==> src/rtl/dcache_controller.sv <==
// dcache_controller: write-back, write-allocate data-cache controller.
// Sits between the CPU load/store port, a 2-way tag/data SRAM (dcache_sram)
// and a 256-bit line memory. Hits finish combinationally; misses stall the
// CPU while the FSM writes back a dirty victim, refills the line and then
// replays the access as a hit.
//
// Ports
//   clk_i, rst_i                 clock, synchronous active-high reset
//   cpu_req_i/cpu_write_i        CPU access request / store select
//   cpu_addr_i/cpu_data_i        CPU byte address (word aligned) / store data
//   cpu_data_o/cpu_stall_o       load data / stall while the access is pending
//   mem_enable_o/mem_write_o     line memory request / write-back select
//   mem_addr_o/mem_data_o        line address / write-back line (registered)
//   mem_data_i/mem_ack_i         refill line / one-cycle completion pulse
//   sram_addr_o/sram_tag_o       SRAM set index / tag word {valid,dirty,tag}
//   sram_data_o/sram_enable_o    SRAM write line / SRAM access enable
//   sram_write_o                 SRAM write strobe
//   sram_tag_i/sram_data_i       tag and line of the hit way (LRU way on miss)
//   sram_hit_i                   SRAM hit indication
module dcache_controller #(
   parameter  int unsigned TAG_W  = 23,
   parameter  int unsigned IDX_W  = 4,
   parameter  int unsigned OFS_W  = 5,
   localparam int unsigned LINE_W = 8 << OFS_W,
   localparam int unsigned WORD_W = 32,
   localparam int unsigned TWRD_W = TAG_W + 2
) (
   input  logic              clk_i,
   input  logic              rst_i,
   input  logic              cpu_req_i,
   input  logic              cpu_write_i,
   input  logic [31:0]       cpu_addr_i,
   input  logic [31:0]       cpu_data_i,
   output logic [31:0]       cpu_data_o,
   output logic              cpu_stall_o,
   input  logic [LINE_W-1:0] mem_data_i,
   input  logic              mem_ack_i,
   output logic              mem_enable_o,
   output logic              mem_write_o,
   output logic [31:0]       mem_addr_o,
   output logic [LINE_W-1:0] mem_data_o,
   output logic [IDX_W-1:0]  sram_addr_o,
   output logic [TWRD_W-1:0] sram_tag_o,
   output logic [LINE_W-1:0] sram_data_o,
   output logic              sram_enable_o,
   output logic              sram_write_o,
   input  logic [TWRD_W-1:0] sram_tag_i,
   input  logic [LINE_W-1:0] sram_data_i,
   input  logic              sram_hit_i
);

   localparam int unsigned WSEL_W = OFS_W - 2;

   typedef enum logic [2:0] {
      IDLE,
      MISS,
      WRITEBACK,
      READMISS,
      READMISSOK
   } state_t;

   state_t              state_q, state_d;
   logic                mem_enable_d, mem_write_d;
   logic [31:0]         mem_addr_d;
   logic [LINE_W-1:0]   mem_data_d;

   logic [TAG_W-1:0]    cpu_tag;
   logic [IDX_W-1:0]    cpu_idx;
   logic [WSEL_W-1:0]   cpu_word;
   logic [31:0]         refill_addr;
   logic [31:0]         victim_addr;
   logic                victim_dirty;
   logic [LINE_W-1:0]   store_line;
   logic                unused_addr_bits;

   // Address fields
   assign cpu_tag          = cpu_addr_i[31 -: TAG_W];
   assign cpu_idx          = cpu_addr_i[OFS_W +: IDX_W];
   assign cpu_word         = cpu_addr_i[2 +: WSEL_W];
   assign unused_addr_bits = ^cpu_addr_i[1:0];

   assign refill_addr  = {cpu_tag, cpu_idx, {OFS_W{1'b0}}};
   assign victim_addr  = {sram_tag_i[TAG_W-1:0], cpu_idx, {OFS_W{1'b0}}};
   assign victim_dirty = sram_tag_i[TAG_W+1] & sram_tag_i[TAG_W];

   // CPU side: word select, and a stall whenever the access is not a hit in IDLE
   assign cpu_data_o    = sram_data_i[{cpu_word, 5'd0} +: WORD_W];
   assign cpu_stall_o   = cpu_req_i & ~((state_q == IDLE) & sram_hit_i);
   assign sram_addr_o   = cpu_idx;
   assign sram_enable_o = cpu_req_i;

   // Store merge: current line with the addressed word replaced
   always_comb begin
      store_line = sram_data_i;
      store_line[{cpu_word, 5'd0} +: WORD_W] = cpu_data_i;
   end

   // State and memory-request registers
   always_ff @(posedge clk_i) begin
      if (rst_i) begin
         state_q      <= IDLE;
         mem_enable_o <= 1'b0;
         mem_write_o  <= 1'b0;
         mem_addr_o   <= '0;
         mem_data_o   <= '0;
      end else begin
         state_q      <= state_d;
         mem_enable_o <= mem_enable_d;
         mem_write_o  <= mem_write_d;
         mem_addr_o   <= mem_addr_d;
         mem_data_o   <= mem_data_d;
      end
   end

   // Next state, memory request updates and SRAM write port
   always_comb begin
      state_d      = state_q;
      mem_enable_d = mem_enable_o;
      mem_write_d  = mem_write_o;
      mem_addr_d   = mem_addr_o;
      mem_data_d   = mem_data_o;
      sram_write_o = 1'b0;
      sram_data_o  = sram_data_i;
      sram_tag_o   = {1'b1, 1'b0, cpu_tag};

      unique case (state_q)
         IDLE: begin
            if (cpu_req_i) begin
               if (sram_hit_i) begin
                  if (cpu_write_i) begin
                     sram_write_o = 1'b1;
                     sram_data_o  = store_line;
                     sram_tag_o   = {1'b1, 1'b1, cpu_tag};
                  end
               end else begin
                  state_d = MISS;
               end
            end
         end
         MISS: begin
            // Victim line is captured even when clean; only a dirty one is sent
            mem_data_d   = sram_data_i;
            mem_enable_d = 1'b1;
            if (victim_dirty) begin
               mem_addr_d  = victim_addr;
               mem_write_d = 1'b1;
               state_d     = WRITEBACK;
            end else begin
               mem_addr_d  = refill_addr;
               mem_write_d = 1'b0;
               state_d     = READMISS;
            end
         end
         WRITEBACK: begin
            // Request stays up and turns into the refill read
            if (mem_ack_i) begin
               mem_addr_d  = refill_addr;
               mem_write_d = 1'b0;
               state_d     = READMISS;
            end
         end
         READMISS: begin
            if (mem_ack_i) begin
               sram_write_o = 1'b1;
               sram_data_o  = mem_data_i;
               sram_tag_o   = {1'b1, 1'b0, cpu_tag};
               mem_enable_d = 1'b0;
               state_d      = READMISSOK;
            end
         end
         READMISSOK: begin
            state_d = IDLE;
         end
         default: begin
            state_d = IDLE;
         end
      endcase
   end

endmodule
==> config.mk <==
export PLATFORM = sky130hd
export DESIGN_NAME = dcache_controller
export DESIGN_NICKNAME = d
export VERILOG_FILES = /design/src/rtl/dcache_controller.sv
export SDC_FILE = /design/constraint.sdc
export NUM_CORES = 1
export LEC_CHECK = 0
export ABC_CLOCK_PERIOD_IN_PS = 4400
export CAP_MARGIN = 25
export CORE_AREA = 4 4 466 468
export CTS_CLUSTER_SIZE = 24
export DETAILED_ROUTE_END_ITERATION = 10
export DIE_AREA = 0 0 470 472
export GPL_TIMING_DRIVEN = 0
export PLACE_DENSITY = 0.35
export SYNTH_ARGS = -nofsm -noshare
export SYNTH_HDL_FRONTEND = slang
export SYNTH_SLANG_ARGS = --single-unit
==> constraint.sdc <==
create_clock -name clk_i -period 4.4 [get_ports clk_i]
set_input_delay 0.88 -clock clk_i [delete_from_list [all_inputs] [get_ports clk_i]]
set_output_delay 0.88 -clock clk_i [all_outputs]
set_load 0.02 [all_outputs]
==> flow_summary.html, run 1 <==
<table>
<tr><th>Metric</th><th>Value</th></tr>
<tr><th colspan="2">Clock network</th></tr>
<tr><td>Later-pin clock latency in the skew report</td><td>660 ps</td></tr>
<tr><td>CTS Root Buffer Type</td><td>clkbuf_16</td></tr>
<tr><td>Clock Sink Count</td><td>288</td></tr>
<tr><td>TritonCTS clock tree</td><td>done</td></tr>
<tr><td>H-tree Lvls</td><td>2</td></tr>
<tr><td>CTS clock-pin slew for the worst setup and hold paths</td><td>50 ps</td></tr>
<tr><td>Number of buffers on the longest clock path</td><td>3</td></tr>
<tr><td>Inserted Clock Buffers</td><td>45</td></tr>
<tr><td>Post-CTS Hold Fix Bufs</td><td>0</td></tr>
<tr><th colspan="2">Detailed routing</th></tr>
<tr><td>Per-cell routed wire length</td><td>46.5 microns</td></tr>
<tr><td>Ratio of routed vias to standard cells</td><td>4.24</td></tr>
<tr><td>Number of design rule violations left after detail routing</td><td>0</td></tr>
<tr><td>ANT nets after route</td><td>0</td></tr>
<tr><td>Routed vias</td><td>29100</td></tr>
<tr><td>Iteration-0 DRC Markers</td><td>2922</td></tr>
<tr><td>Drt pass-1 iters</td><td>6</td></tr>
<tr><td>Final Routed Wirelength</td><td>320 mm</td></tr>
<tr><th colspan="2">Critical path</th></tr>
<tr><td>Crit Path Class</td><td>input port to output port</td></tr>
<tr><td>Largest fanout on the critical path</td><td>4</td></tr>
<tr><td>Required @ worst endpoint</td><td>3520 ps</td></tr>
<tr><td>Endpoint type of the worst setup path</td><td>output port</td></tr>
<tr><td>Data arrival time of the critical path</td><td>3530 ps</td></tr>
<tr><td>Element type at the critical path start</td><td>input port</td></tr>
<tr><th colspan="2">Global route</th></tr>
<tr><td>Antenna violations before repair</td><td>266</td></tr>
<tr><td>Largest net degree at the start of global routing</td><td>12</td></tr>
<tr><td>Via count of the first global-routing pass</td><td>between 20000 and 30000</td></tr>
<tr><td>Global-route wire length before repair</td><td>382 mm</td></tr>
<tr><td>Global router's overall resource usage</td><td>0.276</td></tr>
<tr><td>Congestion Overflow GR</td><td>0</td></tr>
<tr><th colspan="2">Finish</th></tr>
<tr><td>Final core occ</td><td>0.176</td></tr>
<tr><td>Fraction of final layout cells with drive strength greater than 1</td><td>0.191</td></tr>
<tr><td>Area growth syn-to-layout</td><td>103%</td></tr>
<tr><td>Area of the multi-input gates</td><td>12000 sq um</td></tr>
<tr><td>Fin cells</td><td>6866</td></tr>
<tr><td>Storage element area</td><td>5770 sq um</td></tr>
<tr><td>Total number of nets in the final design</td><td>4520</td></tr>
<tr><td>Filler instances</td><td>roughly 24000</td></tr>
<tr><th colspan="2">Synth</th></tr>
<tr><td>YS warnings</td><td>0</td></tr>
<tr><td>Cell taking the most area after synthesis</td><td>dfxtp_1</td></tr>
<tr><td>Xor/xnor cell area share of the yosys netlist</td><td>0.000472</td></tr>
<tr><td>Ys async rst share</td><td>0</td></tr>
<tr><td>Synth top area share</td><td>0.311</td></tr>
<tr><td>Post-synthesis mux area share</td><td>0.0928</td></tr>
<tr><td>Ranking of synthesized cells by area</td><td>dfxtp_1 (31%), nand2_1 (16%), a21oi_1 (11%), mux4_2 (7.8%), a221o_1 (4.3%)</td></tr>
<tr><td>Fraction of the mapped netlist area in simple logic gates</td><td>0.237</td></tr>
<tr><td>Post-synth design cell area</td><td>18500 sq um</td></tr>
<tr><td>Largest family of logic cells by synthesized area</td><td>compound AO/OA/AOI/OAI gates</td></tr>
<tr><td>Proportion of synthesized chip area in sequential cells</td><td>0.311</td></tr>
<tr><td>Most common flop cell mapped by yosys</td><td>dfxtp_1</td></tr>
<tr><td>Compound-gate portion of the synthesized area</td><td>0.275</td></tr>
<tr><td>Synth unique cells</td><td>64</td></tr>
<tr><td>Count of state elements after synthesis</td><td>288</td></tr>
<tr><td>Post-Synth Adder-Cell Area</td><td>0.00405</td></tr>
<tr><td>Avg Inst Size Synth</td><td>7.22 sq um</td></tr>
<tr><td>Count of flip-flops with a built-in enable after synthesis</td><td>0</td></tr>
<tr><td>Number of instances in the synthesized netlist</td><td>2570</td></tr>
<tr><th colspan="2">Floorplan</th></tr>
<tr><td>Die Width</td><td>470 microns</td></tr>
<tr><td>Rows</td><td>170</td></tr>
<tr><td>Boundary pin count</td><td>1217</td></tr>
<tr><td>Area enclosed by the die boundary</td><td>222000 sq um</td></tr>
<tr><td>Starting Density</td><td>0.0868</td></tr>
<tr><td>Vertical die dimension</td><td>472 microns</td></tr>
<tr><td>Area of the core</td><td>214000 sq um</td></tr>
<tr><th colspan="2">STA</th></tr>
<tr><td>Max-Slew Margin vs Limit</td><td>0.249</td></tr>
<tr><td>Final setup vio count</td><td>1</td></tr>
<tr><td>Period utilization</td><td>1.00</td></tr>
<tr><td>Worst-Margin Slew</td><td>1120 ps</td></tr>
<tr><td>Worst Slack Setup Final</td><td>-11.7 ps</td></tr>
<tr><td>Final Hold Viols</td><td>0</td></tr>
<tr><td>Post-route minimum period</td><td>4410 ps</td></tr>
<tr><td>Maximum clock frequency</td><td>0.227 GHz</td></tr>
<tr><td>Final-report max-slew violation count</td><td>0</td></tr>
<tr><td>Layout Skew</td><td>23.4 ps</td></tr>
<tr><th colspan="2">Placed design</th></tr>
<tr><td>Number of buffers added on ports</td><td>1193</td></tr>
<tr><td>Placer congestion estimate</td><td>0.950</td></tr>
<tr><td>Post-detailed-placement half-perimeter wirelength</td><td>278 mm</td></tr>
<tr><td>Worst-case setup slack after placement</td><td>-3110 ps</td></tr>
<tr><td>Placed insts</td><td>6648</td></tr>
<tr><th colspan="2">Power</th></tr>
<tr><td>Worst-case vdd ir drop</td><td>0.000272 V</td></tr>
<tr><td>Power density relative to cell area</td><td>325 nW/um^2</td></tr>
<tr><td>Leak pwr</td><td>0.0137 uW</td></tr>
<tr><td>Overall Power</td><td>approximately 12000 uW</td></tr>
<tr><th colspan="2">Run</th></tr>
<tr><td>Max cap viols</td><td>0</td></tr>
<tr><th colspan="2">Hold path</th></tr>
<tr><td>Worst hold-check path type</td><td>flop to flop</td></tr>
<tr><th colspan="2">Status</th></tr>
<tr><td>Run status</td><td>complete, but fails checks</td></tr>
<tr><td>Failing checks</td><td>negative setup slack</td></tr>
</table>
cell families (layout without fill, tap and decap cells):
| family | Yosys count | after routing |
|---|---|---|
| buffers and inverters | 307 | 1675 |
| multiplexers | 92 | 92 |
| XOR/XNOR | 1 | 1 |
| flip-flops | 288 | 288 |
| adder cells (fa/ha/maj) | 6 | 6 |
| other | 2 | 92 |
| AND/OR/NAND/NOR | 1047 | 1047 |
| AO/OA/AOI/OAI | 827 | 827 |
cell usage after synthesis (3+ instances only):
cell type,n
a211oi_1,26
a21oi_1,404
a221o_1,80
a22oi_1,81
a31oi_1,41
a32oi_1,23
a41oi_1,17
and2_1,67
and3_1,20
buf_1,18
buf_2,63
buf_4,40
buf_6,11
clkbuf_1,164
dfxtp_1,288
ha_1,6
inv_1,11
mux2i_1,28
mux4_2,64
nand2_1,791
nand3_1,22
nand4_1,9
nor2_1,100
nor3b_1,4
nor4_1,4
o21ai_0,93
o21ai_1,38
o22ai_1,3
o31a_1,3
path summary, 6_finish.rpt:
kind / start / end / slack, ps / cells after the start
worst min register to register: mem_data_o[32]$_SDFFE_PP0P_ / mem_data_o[32]$_SDFFE_PP0P_ / 450 / 2
worst max-delay path: sram_data_i[233] / cpu_data_o[9] / -10 / 5
worst max register to register: state_q[2]$_SDFFE_PP0P_ / mem_data_o[127]$_SDFFE_PP0P_ / 1060 / 7
worst min-delay path: mem_data_o[32]$_SDFFE_PP0P_ / mem_data_o[32]$_SDFFE_PP0P_ / 450 / 2
critical path, cell delays in order:
cell and delay (ps):
clkdlybuf4s50_1 950, mux4_2 710, nand2_1 240, nand2_1 110
clkdlybuf4s50_1 630
report_power, final:
part | internal, uW | switching, uW
Sequential | 2820 | 120
Clock | 2170 | 1640
Combinational | 1900 | 3600
routing by layer:
metal,vias up,share of wire,routed length [microns],global-route usage
li1,11900,-,-,-
met1,14600,0.38,123000,0.315
met2,1992,0.43,137000,0.423
met3,522,0.14,43500,0.155
met4,144,0.046,14800,0.113
met5,-,0.0029,925,0
registers in the layout, summed over array words and instances, names as in the netlist:
signal and flops:
mem_write_o 1, mem_enable_o 1, mem_addr_o 27, mem_data_o 256, state_q 3
timing repair:
item	CTS	global route
resized for setup	1342	45
cloned	6	1
setup endpoints to repair	290	155
pin swaps	46	4
buffers inserted	39	10
through the flow:
step           hold WS [ps]  cell area, sq um  setup TNS [ps]
5_1_grt                 469             37500           -13.1
6_report                452             37700           -11.7
2_1_floorplan           535             18700               0
3_5_place_dp            447             34900         -619480
3_3_place_gp            443             34200         -679080
4_1_cts                 455             37400           -7.39
cells in the final DEF, fill, tap and decap left out, drive strengths merged, types with 3 or more instances in the layout:
master / synthesis / layout
dfxtp: 288 / 288
a31oi: 42 / 42
mux4: 64 / 64
nor2: 101 / 101
diode: 0 / 86
inv: 11 / 12
o22ai: 3 / 3
nor4: 6 / 6
nand2: 791 / 791
a211oi: 26 / 26
and3: 20 / 20
a32oi: 23 / 23
and2: 69 / 69
clkdlybuf4s50: 0 / 927
mux2i: 28 / 28
a221o: 80 / 80
nand4: 9 / 9
nor3: 6 / 6
a21oi: 405 / 405
a41oi: 18 / 18
nand3: 22 / 22
o21ai: 131 / 131
clkbuf: 164 / 225
nor4b: 3 / 3
clkdlybuf4s15: 0 / 61
bufbuf: 0 / 4
nor3b: 5 / 5
clkinvlp: 0 / 7
conb: 2 / 6
o31a: 3 / 3
ha: 6 / 6
dlygate4sd2: 0 / 48
a22oi: 81 / 81
buf: 132 / 372
clkinv: 0 / 13
clkdlybuf4s18: 0 / 3
layout make-up:
type,instances,area share
antenna,86,0.00571
buffer,290,0.0498
clock buffer,59,0.0340
clock inverter,23,0.00525
inverter,11,0.00139
multi-input combinational,1979,0.318
sequential,288,0.153
tap,2838,0.0942
timing repair buffer,1292,0.339
(Power assumes the default switching activity.)
==> inputs of run 2 (changes only) <==
--- a/config.mk
+++ b/config.mk
@@ -7,12 +7,14 @@
 export LEC_CHECK = 0
 export ABC_CLOCK_PERIOD_IN_PS = 4400
 export CAP_MARGIN = 25
-export CORE_AREA = 4 4 466 468
+export CELL_PAD_IN_SITES_DETAIL_PLACEMENT = 0
+export CELL_PAD_IN_SITES_GLOBAL_PLACEMENT = 1
+export CORE_AREA = 4 4 471 473
 export CTS_CLUSTER_SIZE = 24
 export DETAILED_ROUTE_END_ITERATION = 10
-export DIE_AREA = 0 0 470 472
+export DIE_AREA = 0 0 475 477
 export GPL_TIMING_DRIVEN = 0
-export PLACE_DENSITY = 0.35
+export PLACE_DENSITY = 0.43
 export SYNTH_ARGS = -nofsm -noshare
 export SYNTH_HDL_FRONTEND = slang
 export SYNTH_SLANG_ARGS = --single-unit
==> run 2 against run 1 <==
The run now ends clean; final cell count about the same; first-iteration DRC count is 1.3% higher; worst setup slack improved by 23 ps; global-route usage decreased by 0.94 points; final area fell by 0.46%; largest cell class unchanged; critical path depth is 4 higher.
==> flow_summary.html, run 2 (same netlist as run 1, synthesis figures left out) <==
<table>
<tr><th>Metric</th><th>Value</th></tr>
<tr><th colspan="2">STA</th></tr>
<tr><td>RSZ-0062 raised after global routing</td><td>true</td></tr>
<tr><td>Layout Skew</td><td>32.3 ps (+8.95 ps)</td></tr>
<tr><td>Worst hold slack</td><td>453 ps (+0.661 ps)</td></tr>
<tr><td>Worst-Margin Slew</td><td>1100 ps (-23.3 ps)</td></tr>
<tr><td>Post-route minimum period</td><td>4390 ps (-23.2 ps)</td></tr>
<tr><td>Period utilization</td><td>0.997 (-0.00528)</td></tr>
<tr><td>Final setup vio count</td><td>0 (-1)</td></tr>
<tr><td>Maximum clock frequency</td><td>0.228 GHz (+0.53%)</td></tr>
<tr><td>Final-report max-slew violation count</td><td>0 (unchanged)</td></tr>
<tr><td>Final Hold Viols</td><td>0 (unchanged)</td></tr>
<tr><td>Max-Slew Margin vs Limit</td><td>0.265 (+0.0156)</td></tr>
<tr><th colspan="2">Critical path</th></tr>
<tr><td>Required @ worst endpoint</td><td>3520 ps (about the same)</td></tr>
<tr><td>Data arrival time of the critical path</td><td>3510 ps (-20 ps)</td></tr>
<tr><td>Endpoint type of the worst setup path</td><td>output port</td></tr>
<tr><td>Largest fanout on the critical path</td><td>10 (+6)</td></tr>
<tr><td>Element type at the critical path start</td><td>input port</td></tr>
<tr><td>Crit Path Class</td><td>input port to output port</td></tr>
<tr><th colspan="2">Power</th></tr>
<tr><td>Net switching power</td><td>5380 uW (+0.36%)</td></tr>
<tr><td>Proportion of power drawn by the clock network</td><td>0.316 (+0.005)</td></tr>
<tr><td>Logic pwr share</td><td>0.445 (-0.004)</td></tr>
<tr><td>Leak pwr</td><td>0.0135 uW (-0.83%)</td></tr>
<tr><td>Switching Fraction</td><td>0.437 (-0.000884)</td></tr>
<tr><td>Power density relative to cell area</td><td>328 nW/um^2 (+1.0%)</td></tr>
<tr><td>Overall Power</td><td>12300 uW (+0.57%)</td></tr>
<tr><td>Part of the power in registers</td><td>0.239 (about the same)</td></tr>
<tr><td>Cell Int Power</td><td>6940 uW (+0.72%)</td></tr>
<tr><td>Worst-case vdd ir drop</td><td>0.000256 V (-5.7%)</td></tr>
<tr><th colspan="2">Finish</th></tr>
<tr><td>Fraction of final layout cells with drive strength greater than 1</td><td>0.190 (-0.000691)</td></tr>
<tr><td>Area growth syn-to-layout</td><td>102%</td></tr>
<tr><td>Fin cells</td><td>6871 (+0.073%)</td></tr>
<tr><td>Most common cell after layout, fill and taps aside</td><td>clkdlybuf4s50_1</td></tr>
<tr><td>Biggest register</td><td>mem_data_o</td></tr>
<tr><td>Total number of nets in the final design</td><td>4508 (-0.27%)</td></tr>
<tr><td>Area of the multi-input gates</td><td>12000 sq um (unchanged)</td></tr>
<tr><td>Filler instances</td><td>24900 (+1.9%)</td></tr>
<tr><td>Flip-flop count of the largest register after layout</td><td>256 (unchanged)</td></tr>
<tr><td>Largest registers</td><td>mem_data_o (256), mem_addr_o (27), state_q (3)</td></tr>
<tr><td>Top library cells by usage in the layout, fill and taps aside</td><td>clkdlybuf4s50_1 (924), nand2_1 (789), a21oi_1 (395)</td></tr>
<tr><td>Storage element area</td><td>5770 sq um (unchanged)</td></tr>
<tr><th colspan="2">Detailed routing</th></tr>
<tr><td>Iteration-0 DRC Markers</td><td>2959 (+1.3%)</td></tr>
<tr><td>Ratio of routed vias to standard cells</td><td>4.22 (-0.47%)</td></tr>
<tr><td>Routed vias</td><td>29000 (-0.40%)</td></tr>
<tr><td>ANT nets after route</td><td>0 (unchanged)</td></tr>
<tr><td>Drt pass-1 iters</td><td>6 (unchanged)</td></tr>
<tr><td>Per-cell routed wire length</td><td>46.0 microns (-1.2%)</td></tr>
<tr><td>Number of design rule violations left after detail routing</td><td>0 (unchanged)</td></tr>
<tr><td>Final Routed Wirelength</td><td>316 mm (-1.1%)</td></tr>
<tr><th colspan="2">Global route</th></tr>
<tr><td>Congestion Overflow GR</td><td>0 (unchanged)</td></tr>
<tr><td>Largest net degree at the start of global routing</td><td>13 (+1)</td></tr>
<tr><td>Met3 Usage GRT</td><td>0.135 (-0.0192)</td></tr>
<tr><td>Global-route wire length before repair</td><td>376 mm (-1.7%)</td></tr>
<tr><td>Peak-usage layer in the global routing report</td><td>met2</td></tr>
<tr><td>Global router's overall resource usage</td><td>0.266 (-0.00938)</td></tr>
<tr><td>Met1 layer usage reported by global route</td><td>0.314 (-0.000961)</td></tr>
<tr><td>GR met2 Demand/Resource</td><td>0.406 (-0.0177)</td></tr>
<tr><td>Via count of the first global-routing pass</td><td>28200 (-0.046%)</td></tr>
<tr><td>Antenna violations before repair</td><td>248 (-6.8%)</td></tr>
<tr><th colspan="2">Clock network</th></tr>
<tr><td>CTS clock-pin slew for the worst setup and hold paths</td><td>50 ps (about the same)</td></tr>
<tr><td>Later-pin clock latency in the skew report</td><td>670 ps (about the same)</td></tr>
<tr><td>CTS Root Buffer Type</td><td>clkbuf_16</td></tr>
<tr><td>H-tree Lvls</td><td>2 (unchanged)</td></tr>
<tr><td>Number of buffers on the longest clock path</td><td>3 (unchanged)</td></tr>
<tr><td>Post-CTS Hold Fix Bufs</td><td>0 (unchanged)</td></tr>
<tr><td>Inserted Clock Buffers</td><td>44 (-2.2%)</td></tr>
<tr><td>TritonCTS clock tree</td><td>done</td></tr>
<tr><td>Clock Sink Count</td><td>288 (unchanged)</td></tr>
<tr><th colspan="2">Floorplan</th></tr>
<tr><td>Die Width</td><td>475 microns (+1.1%)</td></tr>
<tr><td>Area enclosed by the die boundary</td><td>227000 sq um (+2.1%)</td></tr>
<tr><td>Area of the core</td><td>217000 sq um (+1.6%)</td></tr>
<tr><td>Vertical die dimension</td><td>477 microns (+1.1%)</td></tr>
<tr><td>Boundary pin count</td><td>1217 (unchanged)</td></tr>
<tr><td>Starting Density</td><td>0.0855 (-0.00136)</td></tr>
<tr><td>Rows</td><td>171 (+0.59%)</td></tr>
<tr><th colspan="2">Placed design</th></tr>
<tr><td>Number of buffers added on ports</td><td>1193 (unchanged)</td></tr>
<tr><td>Post-detailed-placement half-perimeter wirelength</td><td>274 mm (-1.4%)</td></tr>
<tr><td>Placed insts</td><td>6655 (+0.11%)</td></tr>
<tr><td>Placer congestion estimate</td><td>0.925 (-2.7%)</td></tr>
<tr><th colspan="2">Hold path</th></tr>
<tr><td>Worst hold-check path type</td><td>flop to flop</td></tr>
<tr><th colspan="2">Run</th></tr>
<tr><td>Max cap viols</td><td>0 (unchanged)</td></tr>
<tr><th colspan="2">Status</th></tr>
<tr><td>Run status</td><td>complete, no violations</td></tr>
</table>
## run 2: through the flow
step / utilization / TNS [ps] / cell area (sq um) / setup slack, ps
5_1_grt: 0.172 / -61.0 / 37400 / -11.1
6_report: 0.173 / 0 / 37500 / 11.6
3_5_place_dp: 0.161 / -635420 / 34800 / -3170
3_3_place_gp: 0.158 / -678460 / 34200 / -3580
2_1_floorplan: - / 0 / 18700 / 52.3
4_1_cts: 0.172 / 0 / 37400 / 0.445
## run 2: power by group through the flow
stage / Sequential [uW] / Clock, uW / Combinational [uW]
3_3_place_gp: 3000 / 0 / 5390
2_1_floorplan: 3230 / 0 / 1630
3_5_place_dp: 3000 / 0 / 5450
6_report: 2950 / 3890 / 5480
4_1_cts: 2950 / 4030 / 5500
5_1_grt: 2970 / 4070 / 5680
## run 2: layer usage
metal,share of wire,up-vias
met5,0.0021,-
li1,-,11900
met3,0.13,445
met1,0.39,14500
met2,0.43,2067
met4,0.044,100
## run 2: layout make-up
type,count,area share
Timing Repair Buffer,1281,0.333
Multi-Input combinational cell,1979,0.319
Sequential cell,288,0.154
Tap cell,2854,0.0952
Buffer,290,0.0513
Clock buffer,61,0.0343
Clock inverter,20,0.00624
Antenna cell,87,0.00580
Inverter,11,0.00140
## run 2: what timing repair did
action                      CTS  global route
gates resized for setup    1330            67
setup buffers                48             5
gates cloned                  3             0
setup endpoints to repair   290           109
pin swaps                    39             6
## run 2: final timing paths
kind / start / to / slack [ps] / cells after the start
worst max-delay path: cpu_addr_i[3] / cpu_data_o[22] / 10 / 9
worst min-delay path: mem_data_o[9]$_SDFFE_PP0P_ / mem_data_o[9]$_SDFFE_PP0P_ / 450 / 2
worst max register to register: state_q[2]$_SDFFE_PP0P_ / mem_data_o[228]$_SDFFE_PP0P_ / 1040 / 7
worst min register to register: mem_data_o[9]$_SDFFE_PP0P_ / mem_data_o[9]$_SDFFE_PP0P_ / 450 / 2
## run 2: critical path, cell delays in order
cell and delay [ps]:
buf_4 120, buf_6 120, buf_12 100, buf_4 260, clkbuf_1 550, mux4_2 440
nand2_1 200, nand2_1 110, clkdlybuf4s50_1 700
==> inputs of run 3 (changes only) <==
--- a/config.mk
+++ b/config.mk
@@ -15,6 +15,7 @@
 export DIE_AREA = 0 0 475 477
 export GPL_TIMING_DRIVEN = 0
 export PLACE_DENSITY = 0.43
+export SKIP_CTS_REPAIR_TIMING = 1
 export SYNTH_ARGS = -nofsm -noshare
 export SYNTH_HDL_FRONTEND = slang
 export SYNTH_SLANG_ARGS = --single-unit
==> run 3 against run 2 <==
Register-to-register slack got worse by 40 ps; clock-buffer cell count unchanged; clock skew hardly changed; highest routed layer unchanged; final cell count is 0.39% lower; clock power is essentially flat; the run now ends with negative setup slack left; sequential share of layout area is essentially flat; utilization hardly changed; sequential power hardly changed; flip-flop and latch count did not move; final area down 0.20%.
==> flow_summary.html, run 3 (same netlist as run 1, synthesis figures left out) <==
<table>
<tr><th>Metric</th><th>Value</th></tr>
<tr><th colspan="2">Status</th></tr>
<tr><td>Run status</td><td>complete, but fails checks</td></tr>
<tr><td>Failing checks</td><td>negative setup slack</td></tr>
<tr><th colspan="2">STA</th></tr>
<tr><td>Period utilization</td><td>1.01 (+0.0165)</td></tr>
<tr><td>Max-Slew Margin vs Limit</td><td>0.289 (+0.0240)</td></tr>
<tr><td>Final Hold Viols</td><td>0 (unchanged)</td></tr>
<tr><td>Final-report max-slew violation count</td><td>0 (unchanged)</td></tr>
<tr><td>Worst-Margin Slew</td><td>1060 ps (-35.9 ps)</td></tr>
<tr><td>Worst hold slack</td><td>453 ps (-0.357 ps)</td></tr>
<tr><td>Post-route minimum period</td><td>4460 ps (+72.8 ps)</td></tr>
<tr><td>Worst Slack Setup Final</td><td>-61.2 ps (-72.8 ps)</td></tr>
<tr><td>Layout Skew</td><td>32.2 ps (-0.164 ps)</td></tr>
<tr><td>Maximum clock frequency</td><td>0.224 GHz (-1.6%)</td></tr>
<tr><td>Final setup vio count</td><td>2 (+2)</td></tr>
<tr><td>Final sum of negative setup slack</td><td>-77.2 ps (-77.2 ps)</td></tr>
<tr><th colspan="2">Global route</th></tr>
<tr><td>Global router's overall resource usage</td><td>0.265 (-0.00122)</td></tr>
<tr><td>Antenna violations before repair</td><td>249 (+0.40%)</td></tr>
<tr><td>Global-route wire length before repair</td><td>374 mm (-0.50%)</td></tr>
<tr><td>Congestion Overflow GR</td><td>0 (unchanged)</td></tr>
<tr><td>Via count of the first global-routing pass</td><td>27900 (-1.0%)</td></tr>
<tr><td>Largest net degree at the start of global routing</td><td>13 (unchanged)</td></tr>
<tr><th colspan="2">Detailed routing</th></tr>
<tr><td>Ratio of routed vias to standard cells</td><td>4.23 (+0.27%)</td></tr>
<tr><td>ANT nets after route</td><td>0 (unchanged)</td></tr>
<tr><td>Drt pass-1 iters</td><td>6 (unchanged)</td></tr>
<tr><td>Number of design rule violations left after detail routing</td><td>0 (unchanged)</td></tr>
<tr><td>Routed vias</td><td>29000 (-0.13%)</td></tr>
<tr><td>Per-cell routed wire length</td><td>46.1 microns (+0.19%)</td></tr>
<tr><td>Iteration-0 DRC Markers</td><td>3018 (+2.0%)</td></tr>
<tr><td>Final Routed Wirelength</td><td>315 mm (-0.21%)</td></tr>
<tr><th colspan="2">Critical path</th></tr>
<tr><td>Data arrival time of the critical path</td><td>3580 ps (+70 ps)</td></tr>
<tr><td>Delay-heaviest family, CP</td><td>buffers and inverters</td></tr>
<tr><td>Bufs and invs on worst path</td><td>2 (-4)</td></tr>
<tr><td>Max incr delay on CP</td><td>1160 ps (+460 ps)</td></tr>
<tr><td>Element type at the critical path start</td><td>input port</td></tr>
<tr><td>Ordered cell list for the critical path</td><td>clkdlybuf4s50_1 -&gt; mux4_2 -&gt; nand2_1 -&gt; nand2_1 -&gt; clkdlybuf4s50_1</td></tr>
<tr><td>Slowest cell on the critical path</td><td>clkdlybuf4s50_1</td></tr>
<tr><td>Required @ worst endpoint</td><td>3520 ps (about the same)</td></tr>
<tr><td>Endpoint type of the worst setup path</td><td>output port</td></tr>
<tr><td>Crit Path Class</td><td>input port to output port</td></tr>
<tr><td>Largest fanout on the critical path</td><td>3 (-7)</td></tr>
<tr><th colspan="2">Clock network</th></tr>
<tr><td>Clock Sink Count</td><td>288 (unchanged)</td></tr>
<tr><td>TritonCTS clock tree</td><td>done</td></tr>
<tr><td>CTS clock-pin slew for the worst setup and hold paths</td><td>50 ps (about the same)</td></tr>
<tr><td>CTS Root Buffer Type</td><td>clkbuf_16</td></tr>
<tr><td>Later-pin clock latency in the skew report</td><td>670 ps (about the same)</td></tr>
<tr><td>H-tree Lvls</td><td>2 (unchanged)</td></tr>
<tr><td>Number of buffers on the longest clock path</td><td>3 (unchanged)</td></tr>
<tr><td>Inserted Clock Buffers</td><td>44 (unchanged)</td></tr>
<tr><th colspan="2">Finish</th></tr>
<tr><td>Biggest register</td><td>mem_data_o</td></tr>
<tr><td>Largest registers</td><td>mem_data_o (256), mem_addr_o (27), state_q (3)</td></tr>
<tr><td>Flip-flop count of the largest register after layout</td><td>256 (unchanged)</td></tr>
<tr><td>Total number of nets in the final design</td><td>4502 (-0.13%)</td></tr>
<tr><td>Area growth syn-to-layout</td><td>102%</td></tr>
<tr><td>Top library cells by usage in the layout, fill and taps aside</td><td>clkdlybuf4s50_1 (930), nand2_1 (787), a21oi_1 (394)</td></tr>
<tr><td>Most common cell after layout, fill and taps aside</td><td>clkdlybuf4s50_1</td></tr>
<tr><td>Fraction of final layout cells with drive strength greater than 1</td><td>0.187 (-0.00277)</td></tr>
<tr><td>Final core occ</td><td>0.173 (-0.000340)</td></tr>
<tr><th colspan="2">Placed design</th></tr>
<tr><td>Number of buffers added on ports</td><td>1193 (unchanged)</td></tr>
<tr><td>Placer congestion estimate</td><td>0.925 (unchanged)</td></tr>
<tr><td>Worst-case setup slack after placement</td><td>-3170 ps (unchanged)</td></tr>
<tr><td>Post-detailed-placement half-perimeter wirelength</td><td>274 mm (unchanged)</td></tr>
<tr><th colspan="2">Power</th></tr>
<tr><td>Leak pwr</td><td>0.0140 uW (+3.5%)</td></tr>
<tr><td>Power density relative to cell area</td><td>330 nW/um^2 (+0.40%)</td></tr>
<tr><td>Cell Int Power</td><td>6960 uW (+0.30%)</td></tr>
<tr><td>Net switching power</td><td>5380 uW (about the same)</td></tr>
<tr><td>Switching Fraction</td><td>0.436 (-0.000593)</td></tr>
<tr><td>Overall Power</td><td>12300 uW (+0.20%)</td></tr>
<tr><td>Proportion of power drawn by the clock network</td><td>0.315 (about the same)</td></tr>
<tr><td>Part of the power in registers</td><td>0.239 (about the same)</td></tr>
<tr><td>Worst-case vdd ir drop</td><td>0.000260 V (+1.5%)</td></tr>
<tr><td>Logic pwr share</td><td>0.446 (about the same)</td></tr>
<tr><th colspan="2">Floorplan</th></tr>
<tr><td>Area of the core</td><td>217000 sq um (unchanged)</td></tr>
<tr><td>Vertical die dimension</td><td>477 microns (unchanged)</td></tr>
<tr><td>Die Width</td><td>475 microns (unchanged)</td></tr>
<tr><td>Rows</td><td>171 (unchanged)</td></tr>
<tr><td>Starting Density</td><td>0.0855 (unchanged)</td></tr>
<tr><td>Boundary pin count</td><td>1217 (unchanged)</td></tr>
<tr><td>Area enclosed by the die boundary</td><td>227000 sq um (unchanged)</td></tr>
<tr><th colspan="2">Run</th></tr>
<tr><td>Max cap viols</td><td>0 (unchanged)</td></tr>
<tr><th colspan="2">Hold path</th></tr>
<tr><td>Worst hold-check path type</td><td>flop to flop</td></tr>
</table>
-- run 3: cell types whose count changed in the layout (fill, tap and decap cells not counted), sizes merged --
cell           before  now
buf               367  291
bufbuf              2    0
clkbuf            234  336
clkdlybuf4s15      55    0
clkdlybuf4s18       2    0
clkdlybuf4s50     924  930
diode              87   66
dlygate4sd2        48    0
dlymetal6s2s        0   69
-- run 3: path summary, 6_finish.rpt --
check | slack, ps | cells after the start | endpoint | from
worst max-delay path | -60 | 5 | cpu_data_o[25] | sram_data_i[185]
worst min-delay path | 450 | 2 | mem_data_o[9]$_SDFFE_PP0P_ | mem_data_o[9]$_SDFFE_PP0P_
worst max register to register | 1000 | 7 | mem_data_o[228]$_SDFFE_PP0P_ | state_q[2]$_SDFFE_PP0P_
worst min register to register | 450 | 2 | mem_data_o[9]$_SDFFE_PP0P_ | mem_data_o[9]$_SDFFE_PP0P_
-- run 3: worst register-to-register path, stage by stage, from the launching register on --
cell and delay, ps:
dfxtp_1 310, buf_6 160, clkbuf_1 320, nor2_1 540
clkbuf_2 860, clkbuf_1 570, nand2_1 360, a21oi_1 210
-- run 3: area by class of cell --
type / instances / area (sq um)
Clock buffer: 61 / 1280
Tap cell: 2854 / 3570
Clock inverter: 20 / 234
Antenna cell: 66 / 165
Timing Repair Buffer: 1275 / 12500
Buffer: 290 / 1890
Inverter: 11 / 52.6
Sequential cell: 288 / 5770
Multi-Input combinational cell: 1979 / 12000
Fill cell: 24800 / 180000
-- run 3: per-stage QoR --
| stage | instances | cell area, sq um |
|---|---|---|
| 2_1_floorplan | 2574 | 18700 |
| 3_3_place_gp | 6621 | 34200 |
| 3_5_place_dp | 6655 | 34800 |
| 4_1_cts | 6736 | 36300 |
| 5_1_grt | 6804 | 37300 |
| 6_report | 6844 | 37400 |
-- run 3: power by group through the flow --
| stage | logic [uW] | registers [uW] | clock network [uW] |
|---|---|---|---|
| after floorplan | 1630 | 3230 | 0 |
| after global placement | 5390 | 3000 | 0 |
| after detailed placement | 5450 | 3000 | 0 |
| after CTS | 5470 | 2950 | 4030 |
| after global routing | 5700 | 2970 | 4070 |
| final | 5500 | 2950 | 3890 |
-- run 3: routing by layer --
layer	vias to the layer above	track usage	share of wire
met3	477	0.137	0.13
met1	14500	0.312	0.39
met5	-	0	0.0022
met2	2087	0.407	0.43
li1	11800	-	-
met4	106	0.102	0.045
